<file path="src/rtl/poke_grid_select_ctrl.sv">
// poke_grid_select_ctrl: two-player ROWS x COLS cursor grid with per-player confirm and stat ROM fetch.
// Optional macro WRAP_CURSOR_EN: when defined, cursor moves past a grid edge wrap to the opposite edge.
module poke_grid_select_ctrl #(
  parameter int COLS = 4,
  parameter int ROWS = 2,
  parameter int ID_W = 8,
  parameter int STAT_W = 8,
  parameter logic [3:0] CHOOSE_SCENE = 4'b0010,
  parameter logic [3:0] START_SCENE = 4'b0001
) (
  input  logic                clk,
  input  logic                reset,
  input  logic [3:0]          scene_state,
  input  logic                key_U,
  input  logic                key_D,
  input  logic                key_L,
  input  logic                key_R,
  input  logic                key_C,
  output logic [ID_W-1:0]     cursor_id,
  output logic                active_player,
  output logic                rom_en,
  output logic [ID_W-1:0]     rom_addr,
  input  logic [5*STAT_W-1:0] rom_data,
  output logic [ID_W-1:0]     p1_id,
  output logic [ID_W-1:0]     p2_id,
  output logic [5*STAT_W-1:0] p1_stats,
  output logic [5*STAT_W-1:0] p2_stats,
  output logic                sel_done
);
  typedef enum logic [2:0] {IDLE, P1_SEL, P1_LOAD, P2_SEL, P2_LOAD, DONE} state_t;
  state_t r_state, w_state_n;
  logic [3:0] r_row, r_col, w_row_n, w_col_n;
  logic [3:0] w_up, w_dn, w_lf, w_rt;
  logic [ID_W-1:0] r_p1_id, r_p2_id, r_rom_addr, w_p1_id_n, w_p2_id_n, w_rom_addr_n, w_cursor;
  logic [5*STAT_W-1:0] r_p1_stats, r_p2_stats, w_p1_stats_n, w_p2_stats_n;
  logic w_nav;
  // The cursor position is held as row/col so edge tests are direct; the id is derived row-major.
  assign w_cursor = ID_W'(r_row) * ID_W'(COLS) + ID_W'(r_col) + ID_W'(1);
  assign w_nav = (scene_state == CHOOSE_SCENE) && $onehot({key_U, key_D, key_L, key_R, key_C});
`ifdef WRAP_CURSOR_EN
  assign w_up = (r_row == 4'd0) ? 4'(ROWS - 1) : r_row - 4'd1;
  assign w_dn = (r_row == 4'(ROWS - 1)) ? 4'd0 : r_row + 4'd1;
  assign w_lf = (r_col == 4'd0) ? 4'(COLS - 1) : r_col - 4'd1;
  assign w_rt = (r_col == 4'(COLS - 1)) ? 4'd0 : r_col + 4'd1;
`else
  assign w_up = (r_row == 4'd0) ? r_row : r_row - 4'd1;
  assign w_dn = (r_row == 4'(ROWS - 1)) ? r_row : r_row + 4'd1;
  assign w_lf = (r_col == 4'd0) ? r_col : r_col - 4'd1;
  assign w_rt = (r_col == 4'(COLS - 1)) ? r_col : r_col + 4'd1;
`endif
  // Next-state logic; START_SCENE aborts any sequence and discards a pending ROM result.
  always_comb begin
    w_state_n = r_state;
    w_row_n = r_row;
    w_col_n = r_col;
    w_p1_id_n = r_p1_id;
    w_p2_id_n = r_p2_id;
    w_p1_stats_n = r_p1_stats;
    w_p2_stats_n = r_p2_stats;
    w_rom_addr_n = r_rom_addr;
    if (scene_state == START_SCENE)
      w_state_n = IDLE;
    else
      case (r_state)
        IDLE: if (scene_state == CHOOSE_SCENE) begin
          w_state_n = P1_SEL;
          w_row_n = '0;
          w_col_n = '0;
          w_p1_id_n = '0;
          w_p2_id_n = '0;
          w_p1_stats_n = '0;
          w_p2_stats_n = '0;
        end
        P1_SEL, P2_SEL: if (w_nav) begin
          if (key_C) begin
            w_state_n = (r_state == P1_SEL) ? P1_LOAD : P2_LOAD;
            w_p1_id_n = (r_state == P1_SEL) ? w_cursor : r_p1_id;
            w_p2_id_n = (r_state == P2_SEL) ? w_cursor : r_p2_id;
            w_rom_addr_n = w_cursor - ID_W'(1);
          end else begin
            w_row_n = key_U ? w_up : key_D ? w_dn : r_row;
            w_col_n = key_L ? w_lf : key_R ? w_rt : r_col;
          end
        end
        P1_LOAD: begin
          w_p1_stats_n = rom_data;
          w_state_n = P2_SEL;
        end
        P2_LOAD: begin
          w_p2_stats_n = rom_data;
          w_state_n = DONE;
        end
        default: ;
      endcase
  end
  // State and datapath registers.
  always_ff @(posedge clk) begin
    if (reset) begin
      r_state <= IDLE;
      r_row <= '0;
      r_col <= '0;
      r_p1_id <= '0;
      r_p2_id <= '0;
      r_p1_stats <= '0;
      r_p2_stats <= '0;
      r_rom_addr <= '0;
    end else begin
      r_state <= w_state_n;
      r_row <= w_row_n;
      r_col <= w_col_n;
      r_p1_id <= w_p1_id_n;
      r_p2_id <= w_p2_id_n;
      r_p1_stats <= w_p1_stats_n;
      r_p2_stats <= w_p2_stats_n;
      r_rom_addr <= w_rom_addr_n;
    end
  end
  // The ROM strobe is exactly the one load cycle that follows a confirm.
  assign rom_en = (r_state == P1_LOAD) || (r_state == P2_LOAD);
  assign active_player = (r_state == P2_SEL) || (r_state == P2_LOAD) || (r_state == DONE);
  assign sel_done = (r_state == DONE);
  assign cursor_id = w_cursor;
  assign rom_addr = r_rom_addr;
  assign p1_id = r_p1_id;
  assign p2_id = r_p2_id;
  assign p1_stats = r_p1_stats;
  assign p2_stats = r_p2_stats;
endmodule

</file>
<file path="config.mk">
export PLATFORM = sky130hd
export DESIGN_NAME = poke_grid_select_ctrl
export DESIGN_NICKNAME = d
export VERILOG_FILES = /design/src/rtl/poke_grid_select_ctrl.sv
export SDC_FILE = /design/constraint.sdc
export NUM_CORES = 1
export LEC_CHECK = 0
export CAP_MARGIN = 40
export CORE_MARGIN = 2
export CORE_UTILIZATION = 32
export DETAILED_ROUTE_END_ITERATION = 10
export PLACE_DENSITY = 0.68
export SLEW_MARGIN = 30
export SYNTH_ARGS = -nofsm -noshare
export SYNTH_HDL_FRONTEND = slang
export SYNTH_SLANG_ARGS = --single-unit
</file>
<file path="constraint.sdc">
create_clock -name clk -period 5.5 [get_ports clk]
set_input_delay 1.1 -clock clk [delete_from_list [all_inputs] [get_ports clk]]
set_output_delay 1.1 -clock clk [all_outputs]
set_load 0.005 [all_outputs]
</file>
== Word-level counts from Yosys, hierarchy flattened ==
Index checks and enable logic that the tools add are counted.

* Bits in registers: 115
* Output and inout bits: 115

* Add/subtract/negate cells: 11
* Equal/unequal tests: 22
* Mux-type cells: 32
* Bitwise gates (word level): 1
* Reduce and logical (&&, ||, !) cells: 21

{| class="wikitable"
|+ Operators with widths
! kind !! count
|-
| one-hot mux 40 bit (2 select lines) || 2
|-
| 2-to-1 mux 8 bit || 7
|-
| 2-to-1 mux 4 bit || 13
|-
| 2-to-1 mux 40 bit || 1
|-
| one-hot mux 8 bit (2 select lines) || 2
|-
| != test 3 bit, second input constant || 6
|-
| one-hot mux 4 bit (2 select lines) || 2
|-
| AND reduction 8 bit || 2
|-
| 2-to-1 mux 3 bit || 4
|-
| != test 2 bit, second input constant || 6
|-
| one-hot mux 3 bit (4 select lines) || 1
|-
| AND reduction 6 bit || 2
|-
| adder 4 x 1 -> 4 bit, second input constant || 2
|-
| adder 7 x 1 -> 8 bit, second input constant || 1
|-
| == test 4 x 1 -> 1 bit, second input constant || 2
|-
| == test 4 x 2 -> 1 bit, second input constant || 2
|-
| logical NOT 4 bit || 2
|-
| AND reduction 4 bit || 2
|-
| subtractor 4 x 1 -> 4 bit, second input constant || 2
|-
| subtractor 8 x 1 -> 8 bit, second input constant || 1
|-
| adder 6 x 4 -> 7 bit || 1
|-
| == test 3 x 1 -> 1 bit, second input constant || 2
|-
| == test 3 x 2 -> 1 bit, second input constant || 2
|-
| == test 3 bit, second input constant || 2
|-
| other kinds (11) || 18
|}

== Depth between registers and ports, before layout ==
* Depth in word-level cells: 7
* Mapped depth: 10
* Depth with buffers taken out: 10

== Least setup slack after synthesis ==
Ideal clock, no wire load.

* Path type: input to register
* Start: input key_U
* End: register r_p1_id[4] (netlist: p1_id[4])
* Library setup time: 128 ps
* Data arrival time: 3796 ps
* Path slack: 1577 ps
* Cell stages on the path: 10
* Cell sequence: inv_1 -> fa_1 -> fa_1 -> inv_1 -> ha_1 -> or4b_1 -> a2111oi_4 -> nor2b_1 -> a31oi_1 -> nor2_1

* Cells in the longest elaborated chain, start to end: 5

{| class="wikitable"
|+ RTL lines
! what !! line !! source
|-
| start, declared || 14 || <nowiki>input logic key_U,</nowiki>
|-
| adder 3 x 1 -> 3 bit (implied by the code) || 39 || <nowiki>assign w_nav = (scene_state == CHOOSE_SCENE) && $onehot({key_U, key_D, key_L, key_R, key_C});</nowiki>
|-
| == test 3 x 1 -> 1 bit || 39 ||
|-
| logical AND 1 bit || 39 ||
|-
| != test 2 bit (no source line) || -- ||
|-
| AND reduction 6 bit (no source line) || -- ||
|-
| end signal, assigned || 111 || <nowiki>r_p1_id <= w_p1_id_n;</nowiki>
|-
| end, declared || 34 || <nowiki>logic [ID_W-1:0] r_p1_id, r_p2_id, r_rom_addr, w_p1_id_n, w_p2_id_n, w_rom_addr_n, w_cursor;</nowiki>
|}

No other way between the ends.
A chain may end at the register's enable or synchronous reset.

== Worst setup path in the final report ==
Ends and elaborated chain as after synthesis.

==> key figures <==
Clocking
  • H-tree Lvls: 4
  • Clock Sinks: 113
  • CTS Buf Count: 17
  • Root buf cell: clkbuf_16
  • CTS Hold Buffers Added: 0
  • Setup bufs post-CTS: 0
  • Clk Latency, worst-skew pair: between 0.4 and 0.5 ns
  • CTS resizes: 0
  • CTS tree: yes
  • CTS clk-pin slew, worst paths: ~0.060 ns
  • Max clock buf depth: 2

Global route
  • Vias in the first global route: ~4400
  • Global-route wire length before repair: about 24000 um
  • Largest net degree at the start of global routing: 68
  • GRT Overall Usage: 0.184
  • GRT Residual Overflow: 0
  • Initial antenna violation count: 0

Cells and area
  • Area delta synth->final: 49.6%
  • Ratio of cells with drive above 1 in the final layout: 0.0728
  • Non-filler instance count after layout: ~940
  • Antenna Cells: 0
  • Fin nets: roughly 800

Hold path
  • Hold Path End: p1_stats[18]
  • Hold path cells: 2
  • Min-delay worst type: reg -> reg
  • Worst hold path startpoint: p1_stats[18]

Setup path
  • Worst Setup Start Kind: input port
  • Crit path largest cell delay: 0.75 ns
  • WP data arrival: 4.65 ns
  • Worst path slowest cell: a2111oi_4
  • Worst r2r src: r_row[0]
  • Reg2Reg Setup Slack: roughly 3.1 ns
  • Reg2reg end: rom_addr[7]
  • Buffer and inverter count on the worst path: 3
  • Crit Path Class: in -> reg
  • Max FO, Critical Path: 9
  • R2r worst-path depth: 7
  • Worst Setup End Kind: register
  • Critical-path cell list: clkdlybuf4s50_1 > inv_1 > fa_1 > fa_1 > inv_1 > ha_1 > or4b_1 > a2111oi_4 > nor2b_1 > a31oi_1 > nor2_1
  • WP data required: 5.79 ns
  • CP top delay family: adder cells

Floorplan
  • Die outline height: 128 um
  • Die width: roughly 130 um
  • Initial Util: 0.325
  • Core Area: around 0.015 mm^2
  • Die area: ~0.016 mm^2
  • # IOs: about 170
  • Number of placement rows: 45

Place
  • Port bufs: 162
  • Global placer's final weighted congestion: between 0.7 and 0.8
  • DP HPWL: 9960 um
  • Cells after DPL: approximately 910
  • Post-Place Worst Slack: approximately 0.69 ns

Power and ir drop
  • P per Cell Area: about 290 mW/mm^2
  • Comb pwr share: 0.048
  • Leak Pwr: around 2.6 nW
  • Share of power burned in registers: 0.382
  • Maximum VDD drop: between 200 and 250 uV
  • Switching pwr: roughly 0.43 mW
  • Clock power share: 0.570
  • Total Power: about 2.1 mW
  • Internal Power: 1.72 mW
  • Switch share: 0.202

Timing
  • Slew Limit Fails: 0
  • Tmin final: between 4 and 5 ns
  • Fmax: ~230 MHz
  • Max-slew headroom: 0.428
  • Setup_tns: 0 ns
  • Final WS setup: about 1.1 ns
  • Final hold viol count: 0
  • Final setup fails: 0
  • RSZ-0062 raised after global routing: no
  • Tightest Pin Transition: around 0.85 ns
  • Layout Skew: 0.00783 ns
  • Final worst path period share: 0.793

Job
  • Max Cap Viol: 0

Routing
  • Met1 wire length: ~7000 um
  • Routed wire length per instance: around 16 um
  • First DRT Iteration DRCs: approximately 280
  • Vias: between 4000 and 5000
  • Detailed Routing Iterations Pass 1: 4
  • Met2 wire len: approximately 6800 um
  • Top Layer Used: met4
  • Vias per cell: between 4 and 5
  • # DRC: 0
  • Antenna Nets Post-Route: 0
  • Total detailed-routing wirelength: roughly 15000 um
  • Met3 wire len: ~1200 um

Synthesis
  • Sequential share of the synthesized area: 0.459
  • Synth Flop Type: dfxtp_1
  • Post-synth design cell area: about 0.0049 mm^2
  • Yosys cell types: between 50 and 60
  • Post-synthesis cell count: approximately 600
  • FFs w/ async S/R, synth: 0
  • FF+latch count, synth: about 110
  • Number of flops mapped to enable cells by yosys: 0
  • Avg Cell Area, Syn: just over 8 um^2
  • Synth Warn #: 0

Status
  • Status: finished clean
[sequential cells by signal, summed over array words and instances, names as in the netlist]
signal,cells
p1_id,7
p1_stats,40
p2_id,7
p2_stats,40
r_col,4
r_row,4
r_state,3
rom_addr,8
[tightest hold or removal path: stages, from the launching register on]
cell and delay, ns:
dfxtp_1 0.30, nand2_1 0.05, a21oi_1 0.05
[layer usage]
layer,vias to the layer above,GRT usage
met3,18,0.0530
met5,-,0
met2,167,0.296
met4,0,0.0627
li1,2337,-
met1,2165,0.236
[stage by stage]
| stage | util | hold WS, ns | cell area, um^2 |
|---|---|---|---|
| after floorplan | - | 0.448 | 4930 |
| after global placement | 0.439 | 0.437 | 6650 |
| after detailed placement | 0.442 | 0.443 | 6700 |
| after CTS | 0.486 | 0.450 | 7360 |
| after global routing | 0.486 | 0.460 | 7360 |
| final | 0.486 | 0.446 | 7360 |
[cell type report]
type,count,area (um^2)
inverters,16,60.1
repair buffers,170,1710
clock buffers,22,484
flip-flops and latches,113,2260
multi-input cells,426,2430
well taps,188,235
fillers,1442,7780
clock inverters,9,178
[cell usage in the layout (no fill, tap or decap), types with 4 or more instances in the layout]
| master | netlist | layout |
|---|---|---|
| o21ai_0 | 4 | 4 |
| clkbuf_8 | 0 | 4 |
| inv_1 | 16 | 16 |
| and2_1 | 5 | 4 |
| a21oi_1 | 96 | 96 |
| clkbuf_16 | 0 | 17 |
| nand2b_1 | 5 | 5 |
| mux2i_1 | 13 | 13 |
| a31oi_1 | 4 | 4 |
| buf_4 | 3 | 7 |
| xnor2_1 | 6 | 6 |
| nand2_1 | 94 | 94 |
| o21a_1 | 4 | 4 |
| ha_1 | 12 | 12 |
| nor3_1 | 5 | 5 |
| clkdlybuf4s50_1 | 0 | 161 |
| nor2_1 | 36 | 36 |
| dfxtp_1 | 113 | 113 |
| nand3_1 | 81 | 81 |
| bufinv_16 | 0 | 5 |
| or3_1 | 4 | 4 |
[cell usage after synthesis (all sizes together), types with 3 or more instances]
| library cell | instances | area, um^2 |
|---|---|---|
| o21a | 4 | 30.0 |
| nor2b | 3 | 18.8 |
| nand2 | 94 | 353 |
| a21oi | 97 | 489 |
| nor2 | 36 | 135 |
| a311oi | 3 | 26.3 |
| o21ai | 7 | 35.0 |
| a31oi | 4 | 25.0 |
| mux2i | 13 | 130 |
| clkbuf | 36 | 135 |
| ha | 12 | 150 |
| or3 | 4 | 25.0 |
| dfxtp | 113 | 2260 |
| and2 | 6 | 38.8 |
| buf | 12 | 65.1 |
| or4b | 3 | 33.8 |
| fa | 3 | 60.1 |
| inv | 16 | 60.1 |
| xnor2 | 6 | 52.6 |
| nand3 | 81 | 405 |
| a211oi | 3 | 22.5 |
| xor2 | 3 | 26.3 |
| nand2b | 5 | 31.3 |
| nor3 | 5 | 25.0 |
[kinds of logic (layout without fill, tap and decap cells)]
kind of cell             Yosys count  in the layout  share of synthesized area
other                              1              3                   0.000762
AND/OR/NAND/NOR                  252            252                      0.243
adder cells (fa/ha/maj)           15             15                     0.0427
flip-flops                       113            113                      0.459
XOR/XNOR                           9              9                     0.0160
AO/OA/AOI/OAI                    132            132                      0.154
buffers and inverters             64            217                     0.0529
multiplexers                      15             15                     0.0310
[how the worst max path moves through the flow]
| stage | start | endpoint | slack [ns] | cells past startpoint |
|---|---|---|---|---|
| final | key_U | p1_id[4] | 1.14 | 11 |
| after global routing | key_U | p1_id[3] | 0.97 | 10 |
| after CTS | key_U | p1_id[3] | 1.14 | 10 |
| after detailed placement | key_U | p1_id[3] | 0.69 | 10 |
| after global placement | key_U | p1_id[0] | 0.74 | 10 |
| after floorplan | key_U | p1_id[4] | 1.58 | 10 |
[power groups by stage]
stage / Combinational, mW / Sequential [mW] / Clock [mW]
floorplan: 0.0472 / 0.837 / 0
global placement: 0.102 / 0.838 / 0
detailed placement: 0.103 / 0.838 / 0
CTS: 0.104 / 0.820 / 1.25
global route: 0.112 / 0.820 / 1.28
finish: 0.103 / 0.821 / 1.22
Note: power is estimated with default switching activity, not from simulation.
